[src/rtl/fifo_rd_stream.sv]
// fifo_rd_stream: read-side drain stage of the dual-clock FIFO (clk_rd domain).
// Issues rd_en against fifo_empty_rd, absorbs the FIFO's fixed read latency
// (non-show-ahead) and re-presents the data as a valid/ready stream through a
// credit-controlled skid buffer. Accepted beats are counted per frame and the
// FRAME_LEN-th beat of every frame is flagged with m_last.
//
// Ports:
//   clk_rd, rst_rd_n   read-domain clock, async active-low reset
//   fifo_empty_rd      FIFO empty flag
//   rd_en              FIFO read strobe (combinational from m_ready / fifo_empty_rd)
//   rd_data            FIFO read data, valid RD_LATENCY cycles after rd_en
//   m_valid, m_ready   output stream handshake
//   m_data, m_last     output beat payload and end-of-frame flag
//   word_cnt           index of the current beat within its frame
module fifo_rd_stream #(
  parameter  int unsigned DATA_WIDTH = 8,
  parameter  int unsigned RD_LATENCY = 1,
  parameter  int unsigned FRAME_LEN  = 16,
  localparam int unsigned BUF_DEPTH  = RD_LATENCY + 1,
  localparam int unsigned CNT_W      = $clog2(FRAME_LEN)
) (
  input  logic                  clk_rd,
  input  logic                  rst_rd_n,
  input  logic                  fifo_empty_rd,
  output logic                  rd_en,
  input  logic [DATA_WIDTH-1:0] rd_data,
  output logic                  m_valid,
  input  logic                  m_ready,
  output logic [DATA_WIDTH-1:0] m_data,
  output logic                  m_last,
  output logic [CNT_W-1:0]      word_cnt
);

  localparam int unsigned OCC_W = $clog2(BUF_DEPTH + 1);
  localparam int unsigned PTR_W = $clog2(BUF_DEPTH);

  logic [DATA_WIDTH-1:0] mem [BUF_DEPTH];
  logic [PTR_W-1:0]      wr_ptr;
  logic [PTR_W-1:0]      rd_ptr;
  logic [OCC_W-1:0]      buf_occ;
  logic [RD_LATENCY-1:0] inflight_vld;
  logic [OCC_W-1:0]      inflight_cnt;
  logic [OCC_W-1:0]      credits;
  logic                  run_q;
  logic                  accept;
  logic                  push;

  // Circular pointer advance over a non-power-of-two depth.
  function automatic logic [PTR_W-1:0] ptr_inc(input logic [PTR_W-1:0] p);
    return (p == PTR_W'(BUF_DEPTH - 1)) ? '0 : p + PTR_W'(1);
  endfunction

  // Stream side is a pure function of the buffer registers (no rd_data bypass).
  assign m_valid = (buf_occ != '0);
  assign m_data  = mem[rd_ptr];
  assign m_last  = m_valid & (word_cnt == CNT_W'(FRAME_LEN - 1));
  assign accept  = m_valid & m_ready;
  assign push    = inflight_vld[RD_LATENCY-1];

  // Credits = entries held + reads still in the FIFO pipeline.
  always_comb begin
    inflight_cnt = '0;
    for (int i = 0; i < int'(RD_LATENCY); i++) begin
      inflight_cnt = inflight_cnt + OCC_W'(inflight_vld[i]);
    end
    credits = buf_occ + inflight_cnt;
  end

  // A slot freed by this cycle's accept may be re-issued immediately, giving
  // full throughput; m_ready only feeds rd_en, never the other way round.
  assign rd_en = run_q & ~fifo_empty_rd &
                 ((credits - OCC_W'(accept)) < OCC_W'(BUF_DEPTH));

  // Hold off reads until the first clock after reset release.
  always_ff @(posedge clk_rd or negedge rst_rd_n) begin
    if (!rst_rd_n) run_q <= 1'b0;
    else           run_q <= 1'b1;
  end

  // In-flight valid shift register, one stage per cycle of FIFO read latency.
  if (RD_LATENCY == 1) begin : g_lat1
    always_ff @(posedge clk_rd or negedge rst_rd_n) begin
      if (!rst_rd_n) inflight_vld <= '0;
      else           inflight_vld <= rd_en;
    end
  end else begin : g_latn
    always_ff @(posedge clk_rd or negedge rst_rd_n) begin
      if (!rst_rd_n) inflight_vld <= '0;
      else           inflight_vld <= {inflight_vld[RD_LATENCY-2:0], rd_en};
    end
  end

  // Skid buffer: landed read data pushed at the tail, head popped on accept.
  always_ff @(posedge clk_rd or negedge rst_rd_n) begin
    if (!rst_rd_n) begin
      for (int i = 0; i < int'(BUF_DEPTH); i++) mem[i] <= '0;
      wr_ptr  <= '0;
      rd_ptr  <= '0;
      buf_occ <= '0;
    end else begin
      if (push) begin
        mem[wr_ptr] <= rd_data;
        wr_ptr      <= ptr_inc(wr_ptr);
      end
      if (accept) rd_ptr <= ptr_inc(rd_ptr);
      case ({push, accept})
        2'b10:   buf_occ <= buf_occ + OCC_W'(1);
        2'b01:   buf_occ <= buf_occ - OCC_W'(1);
        default: buf_occ <= buf_occ;
      endcase
    end
  end

  // Beat index within the frame, wrapping on the accept of the last beat.
  always_ff @(posedge clk_rd or negedge rst_rd_n) begin
    if (!rst_rd_n) begin
      word_cnt <= '0;
    end else if (accept) begin
      if (word_cnt == CNT_W'(FRAME_LEN - 1)) word_cnt <= '0;
      else                                   word_cnt <= word_cnt + CNT_W'(1);
    end
  end

endmodule

[config.mk]
export PLATFORM = sky130hd
export DESIGN_NAME = fifo_rd_stream
export DESIGN_NICKNAME = d
export VERILOG_FILES = /design/src/rtl/fifo_rd_stream.sv
export SDC_FILE = /design/constraint.sdc
export NUM_CORES = 1
export LEC_CHECK = 0
export ABC_AREA = 1
export ABC_CLOCK_PERIOD_IN_PS = 3220
export CAP_MARGIN = 20
export CORE_ASPECT_RATIO = 1.4
export CORE_MARGIN = 2
export CORE_UTILIZATION = 35
export DETAILED_ROUTE_END_ITERATION = 7
export MAX_ROUTING_LAYER = met4
export SYNTH_ARGS = -nofsm -noshare
export SYNTH_HDL_FRONTEND = slang
export SYNTH_SLANG_ARGS = --single-unit
[constraint.sdc]
create_clock -name clk_rd -period 3.22 [get_ports clk_rd]
set_input_delay 0.805 -clock clk_rd [delete_from_list [all_inputs] [get_ports clk_rd]]
set_output_delay 0.805 -clock clk_rd [all_outputs]
set_load 0.05 [all_outputs]
==> results.md, run 1 <==
- Worst EP arrival: 2.35 ns
- Cells on worst reg2reg path: 7
- Reg clk slew, reported paths: 0.08 ns
- Hold_buf cts: 0
- Final hold violations: 0
- H-tree Lvls: 1
- TritonCTS clock tree: yes
- Count leader, synth: nand2_1
- Largest net degree at the start of global routing: 27
- Synth area leaders: dfrtp_1 (52%), nand2_1 (17%), o21ai_2 (5.6%)
- Die Width: 54.33 µm
- Port-buffer cells: 26
- Tot Pwr: 1.878 mW
- EDFF count, synth: 0
- Final ANT Viol Nets: 0
- Syn avg cell area: 8.330 µm²
- Total track usage: 0.1396
- Setup TNS: 0 ns
- Num CTS Buffers: 3
- Hold Crit Class: reg -> reg
- Hold endpoint: mem[13]
- Crit path capture type: primary output
- Setup crit start kind: input pin
- Synth top area share: 0.5242
- Vias per inst: 4.676
- Synthesized cell area: 1241 µm²
- Starting DRT DRC Count: 36
- Netlist cell types: 22
- Status: complete, no violations
- Max frequency: 317.1 MHz
- Post-synth top flop: dfrtp_1
- Flops & latches, synth: 26
- Syn nets: 163
- Starting density of the core: 0.3674
- First-pass GRT wire length: 4140 µm
- Clock Tree Root: clkbuf_8
- Die Span Y: 74.46 µm
- Cell family with most CP delay: buffers and inverters
- Clock buffer depth: 2
- # rows: 25
- Hold path start: mem[13]
- Post-synth top cells: nand2_1 (57), dfrtp_1 (26), inv_1 (18)
- Hpwl dp: 1800 µm
- Worst endpoint required time: 2.41 ns
- Worst slew margin: 0.5084
- Max stage delay on crit path: 0.48 ns
- Max-Cap Viols: 0
- Area growth from synthesis to layout: 28.43%
- Tmin final: 3.153 ns
- Gpl congestion: 0.7394
- Share of layout cells above drive strength 1: 0.1080
- Seq/Total Area, Yosys: 0.5242
- WP buf/inv: 3
- Number of global-route vias before repair: 1001
- Core area: 3378 µm²
- IO Pins: 27
- Critical path depth: 8
- Slowest CP cell: clkdlybuf4s50_1
- Post-synthesis cell count: 149
- Leak: 0.8081 nW
- WS Path Type: in -> out
- Reg2reg setup slack: 1.61 ns
- Crit share post-route: 0.9793
- Clk Latency, worst-skew pair: 0.26 ns
- Cell Pwr Density: 1178 nW/µm²
- Post-Route WL: 2438 µm
- Reg2reg start: buf_occ[0]
- Slew Limit Fails: 0
- VDD IR max: 0.6661 mV
- Clock skew: 0.001581 ns
- Grt ovf: 0
- DRT Pass-1 Iters: 4
- Synth Warn #: 0
- Hold depth: 2
- Num Clock Sinks: 26
- Critical Path, Cell by Cell: clkdlybuf4s50_1 -> inv_1 -> nor2_1 -> ha_1 -> o21ai_1 -> nand2_1 -> nor2_4 -> buf_12
- Detailed-route wire length per cell: 11.29 µm
- Via Count: 1010
- R2R Path End: inflight_vld
- Ys async rst share: 1.000
- Dominant cell type by area after synthesis: dfrtp_1
- Worst-path fanout max: 4
- Final Setup Violations: 0
- Crit path launch: m_ready
- Layout net count: 191
- Tightest Pin Transition: 0.7374 ns
- # diodes: 0
- Die area: 4045 µm²
- Number of remaining DRC errors: 0
- Initial antenna violation count: 0
==> sequential cells by signal (all words and copies together), names as in the netlist <==
register,cells
buf_occ,2
inflight_vld,1
mem,16
rd_ptr,1
run_q,1
word_cnt,4
wr_ptr,1
==> per-layer routing <==
layer,vias to the layer above,part of all wire,global-route usage
met5,-,0,-
met4,0,0.0057,0.03333
met3,2,0.036,0.01807
met2,22,0.51,0.2477
met1,477,0.45,0.1628
li1,509,-,-
==> cells in the final DEF (no fill, tap or decap), drive strengths merged <==
cell / n
or2: 1
o21ai: 19
buf: 3
clkbuf: 4
nor3: 1
xor2: 1
nor2: 7
xnor2: 1
inv: 19
ha: 2
nand3b: 1
clkdlybuf4s50: 25
nand3: 5
nand2: 58
conb: 1
dfrtp: 26
a21oi: 2
==> worst register-to-register path, cell delays in order, from the launching register on <==
cell and delay, ns:
dfrtp_1 0.44, nor2_1 0.21, nor2_1 0.09, ha_1 0.37
nor2_2 0.14, nand3_1 0.08, nand2_1 0.11, nor2_4 0.05
==> cells by family (layout without fill, tap and decap cells) <==
family | after synthesis | count (layout) | synth area share
XOR/XNOR | 2 | 2 | 0.01412
buffers and inverters | 24 | 51 | 0.09575
AO/OA/AOI/OAI | 21 | 21 | 0.1089
flip-flops | 26 | 26 | 0.5242
adder cells (fa/ha/maj) | 2 | 2 | 0.02016
AND/OR/NAND/NOR | 73 | 73 | 0.2339
other | 1 | 1 | 0.003021
==> through the flow <==
stage,util,instance area (µm²),instances,worst slack [ns],hold slack (ns)
final,0.4719,1594,216,0.06661,0.4876
after global routing,0.4719,1594,216,-0.003671,0.5192
after CTS,0.4696,1587,216,0.04365,0.4913
after detailed placement,0.4526,1529,212,0.004534,0.4687
after global placement,0.4526,1529,212,0.08916,0.4638
after floorplan,-,1241,149,0.1670,0.4529
==> where the power goes <==
group          total [mW]  internal [mW]  switching [mW]
clock network       0.201          0.109          0.0926
registers           0.601          0.481           0.120
logic                1.08          0.370           0.705
==> timing repair <==
item | in CTS | in global routing
gates resized for setup | 1 | 3
endpoints found under the setup margin | 1 | 1
cloned | 0 | 0
buffers inserted | 0 | 0
endpoints found under the hold margin | 0 | 0
pin swaps | 0 | 2
==> cell type report <==
cell class / instances / area [µm²]
Fill cell: 355 / 1784
Clock buffer: 4 / 55.05
Tap cell: 40 / 50.05
Multi-Input combinational cell: 99 / 481.7
Inverter: 19 / 71.32
Sequential cell: 26 / 650.6
Timing Repair Buffer: 28 / 285.3
==> how the worst max path moves through the flow <==
stage	end
after global routing	rd_en
after CTS	rd_en
final	rd_en
after floorplan	rd_en
after detailed placement	rd_en
after global placement	rd_en
Power figures use the tool's default switching activity.
==> inputs of run 2 (changes only) <==
- PLACE_DENSITY: default -> 0.59
==> results.md, run 2 (synthesis results as in run 1) <==
- Via Count: 986 (-2.4%)
- WP buf/inv: 3 (unchanged)
- Combinational share of power: 0.554 (-0.019)
- Die Span Y: 74.46 µm (unchanged)
- Post-Route WL: 2344 µm (-3.9%)
- Reg2reg start: buf_occ[0]
- Largest regs: mem x16, word_cnt x4, buf_occ x2
- Grt ovf: 0 (unchanged)
- Die area: 4045 µm² (unchanged)
- Slew Limit Fails: 0 (unchanged)
- Largest register FFs: 16 (unchanged)
- Number of remaining DRC errors: 0 (unchanged)
- Hpwl dp: 1648 µm (-8.5%)
- Setup crit start kind: input pin
- Die Width: 54.33 µm (unchanged)
- Tmin final: 3.106 ns (-0.04789 ns)
- Num CTS Buffers: 3 (unchanged)
- Slowest CP cell: clkdlybuf4s50_1
- Starting DRT DRC Count: 12 (-67%)
- Crit path launch: m_ready
- # diodes: 0 (unchanged)
- Final hold violations: 0 (unchanged)
- Status: complete, no violations
- TritonCTS clock tree: yes
- Critical path depth: 8 (unchanged)
- Reg clk slew, reported paths: 0.09 ns (about the same)
- Clk Latency, worst-skew pair: 0.27 ns (about the same)
- Share of layout cells above drive strength 1: 0.1186 (+0.01069)
- Critical Path, Cell by Cell: clkdlybuf4s50_1 -> inv_1 -> nor2_2 -> ha_1 -> o21ai_0 -> nand2_1 -> nor2_4 -> buf_12
- VDD IR max: 0.5913 mV (-11%)
- WS Path Type: in -> out
- Max-Cap Viols: 0 (unchanged)
- Max stage delay on crit path: 0.47 ns (about the same)
- Worst EP arrival: 2.30 ns (-0.05 ns)
- Tightest Pin Transition: 0.7307 ns (-0.006666 ns)
- Number of global-route vias before repair: 918 (-8.3%)
- Setup TNS: 0 ns (unchanged)
- R2R Path End: inflight_vld
- Clock skew: 0.005294 ns (+0.003713 ns)
- Vias per inst: 4.544 (-2.8%)
- Worst-path fanout max: 3 (-1)
- Reg2reg setup slack: 1.65 ns (+0.04 ns)
- Busiest grt layer: met2
- Final ANT Viol Nets: 0 (unchanged)
- Clock buffer depth: 2 (unchanged)
- Crit path capture type: primary output
- H-tree Lvls: 1 (unchanged)
- Clock Tree Root: clkbuf_8
- Flop pwr share: 0.309 (-0.011)
- Switching power: 0.9186 mW (+0.11%)
- Hold Crit Class: reg -> reg
- Max frequency: 322.0 MHz (+1.5%)
- Total track usage: 0.1345 (-0.005101)
- Gpl congestion: 0.6961 (-5.9%)
- DRT Pass-1 Iters: 4 (unchanged)
- Num Clock Sinks: 26 (unchanged)
- Starting density of the core: 0.3674 (unchanged)
- Worst endpoint required time: 2.41 ns (about the same)
- CP endpoint: rd_en
- # rows: 25 (unchanged)
- Largest net degree at the start of global routing: 27 (unchanged)
- Detailed-route wire length per cell: 10.80 µm (-4.3%)
- Area growth from synthesis to layout: 30.54%
- IO Pins: 27 (unchanged)
- Final hold slack: 0.4891 ns (+0.001552 ns)
- Cells on worst reg2reg path: 7 (unchanged)
- Worst slew margin: 0.5129 (+0.004444)
- Cell Pwr Density: 1200 nW/µm² (+1.8%)
- Met3 Track Usage GR: 0.01807 (unchanged)
- Final Setup Violations: 0 (unchanged)
- Port-buffer cells: 26 (unchanged)
- Initial antenna violation count: 0 (unchanged)
- Core area: 3378 µm² (unchanged)
- Leak: 0.8197 nW (+1.4%)
- Largest Register: mem
- Net Sw Frac: 0.4726 (-0.01610)
- Layout net count: 192 (+0.52%)
- Cell family with most CP delay: buffers and inverters
- Crit share post-route: 0.9644 (-0.01487)
- GRT met2 Usage: 0.2222 (-0.02544)
- Most common cell after layout, fill and taps aside: nand2_1
- Met1 GRT Util: 0.1716 (+0.008822)
- Most frequent cells in the layout: nand2_1 (57), dfrtp_1 (26), clkdlybuf4s50_1 (25), inv_1 (18), o21ai_0 (11)
- First-pass GRT wire length: 3981 µm (-3.8%)
- Power share of the clock group: 0.137 (+0.030)
- Internal: 1.025 mW (+6.8%)
run 2: changes by cell type in the layout (fill, tap and decap cells not counted):
cell       previous run  this run
buf_4                 2         3
bufinv_16             0         1
clkbuf_8              4         3
nor2_1                5         4
nor2_2                1         2
o21ai_0              10        11
o21ai_1               1         0
run 2: how the worst min path moves through the flow:
stage,from,endpoint,slack [ns],cells after the start
2_1_floorplan,mem[5],mem[5],0.45,2
3_3_place_gp,mem[15],mem[15],0.46,2
3_5_place_dp,mem[13],mem[13],0.47,2
4_1_cts,mem[13],mem[13],0.49,2
5_1_grt,mem[10],mem[10],0.50,2
6_report,mem[13],mem[13],0.49,2
run 2: layout make-up:
class,count,area [µm²]
inverters,19,71.32
clock buffers,3,41.29
repair buffers,29,292.8
fillers,329,1758
flip-flops and latches,26,650.6
well taps,40,50.05
multi-input cells,99,484.2
clock inverters,1,30.03
run 2: power by group through the flow:
stage	sequential, mW	combinational (mW)	clock, mW
finish	0.600	1.08	0.266
global route	0.621	1.17	0.288
floorplan	0.649	0.703	0
detailed placement	0.602	1.06	0
global placement	0.599	1.05	0
CTS	0.599	1.07	0.277
run 2: metal layers:
| layer | part of all wire | vias up |
|---|---|---|
| met5 | 0 | - |
| met3 | 0.044 | 2 |
| li1 | - | 513 |
| met2 | 0.47 | 24 |
| met1 | 0.49 | 447 |
| met4 | 0.0055 | 0 |
run 2: tightest hold or removal path, stage by stage, from the launching register on:
cell and delay (ns):
dfrtp_1 0.35, nand2_1 0.06, o21ai_2 0.05
run 2: timing repair:
item	4_1_cts	5_1_grt
buffers inserted	0	1
endpoints found under the setup margin	1	1
pin swaps	0	2
resized for setup	1	3
hold buffers	0	0
gates cloned	0	0
run 2: metrics by stage:
step	area, µm²	utilization	worst slack (ns)	total power, mW	std cells
CTS	1603	0.4744	0.03098	1.943	216
global route	1620	0.4796	-0.009783	2.081	217
detailed placement	1529	0.4526	-0.003818	1.667	212
global placement	1529	0.4526	0.07322	1.646	212
finish	1620	0.4796	0.1145	1.944	217
floorplan	1241	-	0.1670	1.352	149
==> inputs of run 3 (changes only) <==
- PLACE_DENSITY: 0.59 -> default
- PLACE_DENSITY_LB_ADDON: default -> 0.1
==> results.md, run 3 (synthesis results as in run 1) <==
- Switching power: 0.9259 mW (+0.79%)
- Post-CTS Setup Bufs: 0 (unchanged)
- Power share of the clock group: 0.109 (-0.028)
- Final hold violations: 0 (unchanged)
- Filler instances: 345 (+4.9%)
- Reg clk slew, reported paths: 0.09 ns (about the same)
- Cells on worst reg2reg path: 7 (unchanged)
- Reg2reg start: buf_occ[0]
- IO Pins: 27 (unchanged)
- Crit share post-route: 0.9552 (-0.009239)
- Hold path start: mem[1]
- Die area: 4045 µm² (unchanged)
- Share of layout cells above drive strength 1: 0.1193 (+0.0006741)
- # diodes: 0 (unchanged)
- # rows: 25 (unchanged)
- Hpwl dp: 1753 µm (+6.4%)
- First-pass GRT wire length: 4043 µm (+1.6%)
- Clk Latency, worst-skew pair: 0.26 ns (about the same)
- Tmin final: 3.076 ns (-0.02975 ns)
- Die Width: 54.33 µm (unchanged)
- Final Non-Filler Cells: 216 (-0.46%)
- Gpl congestion: 0.6943 (-0.26%)
- Area growth from synthesis to layout: 29.64%
- Flop pwr share: 0.315 (+0.006)
- Reg area: 650.6 µm² (unchanged)
- WS Path Type: in -> out
- Final ANT Viol Nets: 0 (unchanged)
- Post-Route WL: 2486 µm (+6.1%)
- H-tree Lvls: 1 (unchanged)
- Via Count: 986 (unchanged)
- Detailed-route wire length per cell: 11.51 µm (+6.5%)
- Clock buffer depth: 2 (unchanged)
- Worst-path fanout max: 4 (+1)
- Starting DRT DRC Count: 17 (+5)
- Clock Tree Root: clkbuf_8
- Total track usage: 0.1413 (+0.006846)
- Final Setup Violations: 0 (unchanged)
- Status: complete, no violations
- Setup TNS: 0 ns (unchanged)
- Unrepaired setup endpoints after global routing: no
- Num Clock Sinks: 26 (unchanged)
- Tightest Pin Transition: 0.7471 ns (+0.01632 ns)
- Largest regs: mem x16, word_cnt x4, buf_occ x2
- Vias per inst: 4.565 (+0.46%)
- VDD IR max: 0.5836 mV (-1.3%)
- Crit path capture type: primary output
- Worst slew margin: 0.5020 (-0.01088)
- Grt ovf: 0 (unchanged)
- Hold endpoint: mem[1]
- Starting density of the core: 0.3674 (unchanged)
- Reg2reg setup slack: 1.70 ns (+0.05 ns)
- Most common cell after layout, fill and taps aside: nand2_1
- Multi-input logic area: 496.7 µm² (+2.6%)
- Internal: 0.9724 mW (-5.1%)
- Largest register FFs: 16 (unchanged)
- Number of remaining DRC errors: 0 (unchanged)
- Layout net count: 191 (-0.52%)
- Die Span Y: 74.46 µm (unchanged)
- Port-buffer cells: 26 (unchanged)
- Hold depth: 2 (unchanged)
- Number of global-route vias before repair: 930 (+1.3%)
- Net Sw Frac: 0.4877 (+0.01509)
- Cell Pwr Density: 1180 nW/µm² (-1.6%)
- Worst endpoint required time: 2.41 ns (about the same)
- R2R Path End: inflight_vld
- Max-Cap Viols: 0 (unchanged)
- Setup crit start kind: input pin
- Clock skew: 0.002985 ns (-0.002308 ns)
- Max frequency: 325.1 MHz (+0.97%)
- Hold_buf cts: 0 (unchanged)
- Post-CTS sizing: 0 (-1)
- Worst EP arrival: 2.27 ns (-0.03 ns)
- Combinational share of power: 0.575 (+0.021)
- Num CTS Buffers: 3 (unchanged)
- TritonCTS clock tree: yes
- Largest net degree at the start of global routing: 27 (unchanged)
- Cell area after layout: 1609 µm² (-0.69%)
- Slew Limit Fails: 0 (unchanged)
- DRT Pass-1 Iters: 4 (unchanged)
- Core area: 3378 µm² (unchanged)
- Largest Register: mem
- Initial antenna violation count: 0 (unchanged)
- Hold Crit Class: reg -> reg
- Cells after DPL: 212 (unchanged)
- Leak: 0.8085 nW (-1.4%)
- Placed cell area: 1529 µm² (unchanged)
- Most frequent cells in the layout: nand2_1 (57), dfrtp_1 (26), clkdlybuf4s50_1 (25), inv_1 (18), o21ai_0 (10)
## run 3: changes by cell type in the layout (fill, tap and decap cells not counted), sizes merged
| cell | change |
|---|---|
| buf | -1 |
| bufinv | -1 |
| clkbuf | +1 |
## run 3: critical path: stages
cell             delay [ns]
clkdlybuf4s50_1        0.47
inv_1                  0.05
nor2_2                 0.17
ha_4                   0.24
nor2_2                 0.14
nand3_1                0.08
nand2_1                0.12
nor2_4                 0.05
buf_12                 0.14
## run 3: metrics by stage
stage	hold slack [ns]	power, mW	utilization	setup slack, ns
after floorplan	0.4529	1.352	-	0.1670
after global placement	0.4644	1.643	0.4526	0.08089
after detailed placement	0.4734	1.673	0.4526	0.01939
after CTS	0.4958	1.889	0.4689	0.01381
after global routing	0.5176	2.034	0.4763	0.01371
final	0.4897	1.898	0.4763	0.1442
## run 3: worst max path at each step
stage	start	endpoint	slack (ns)	depth (start not counted)
global placement	m_ready	rd_en	0.08	8
CTS	m_ready	rd_en	0.01	8
floorplan	m_ready	rd_en	0.17	7
detailed placement	m_ready	rd_en	0.02	8
finish	m_ready	rd_en	0.14	9
global route	m_ready	rd_en	0.01	11
## run 3: layer usage
layer / global-route usage / vias up / wire [µm]
met5: - / - / 0
met4: 0.06667 / 0 / 23
met3: 0.01807 / 2 / 68
met2: 0.2195 / 21 / 1257
met1: 0.1795 / 455 / 1137
li1: - / 508 / -
## run 3: layout make-up
class                           instances  area share
Sequential cell                        26      0.4044
Multi-Input combinational cell         99      0.3087
Timing Repair Buffer                   28      0.1773
Inverter                               19     0.04432
Clock buffer                            4     0.03421
Tap cell                               40     0.03110
## run 3: power groups by stage
stage | Sequential (mW) | Clock [mW] | Combinational (mW)
2_1_floorplan | 0.649 | 0 | 0.703
3_5_place_dp | 0.603 | 0 | 1.07
6_report | 0.598 | 0.207 | 1.09
4_1_cts | 0.598 | 0.221 | 1.07
3_3_place_gp | 0.599 | 0 | 1.04
5_1_grt | 0.618 | 0.232 | 1.18
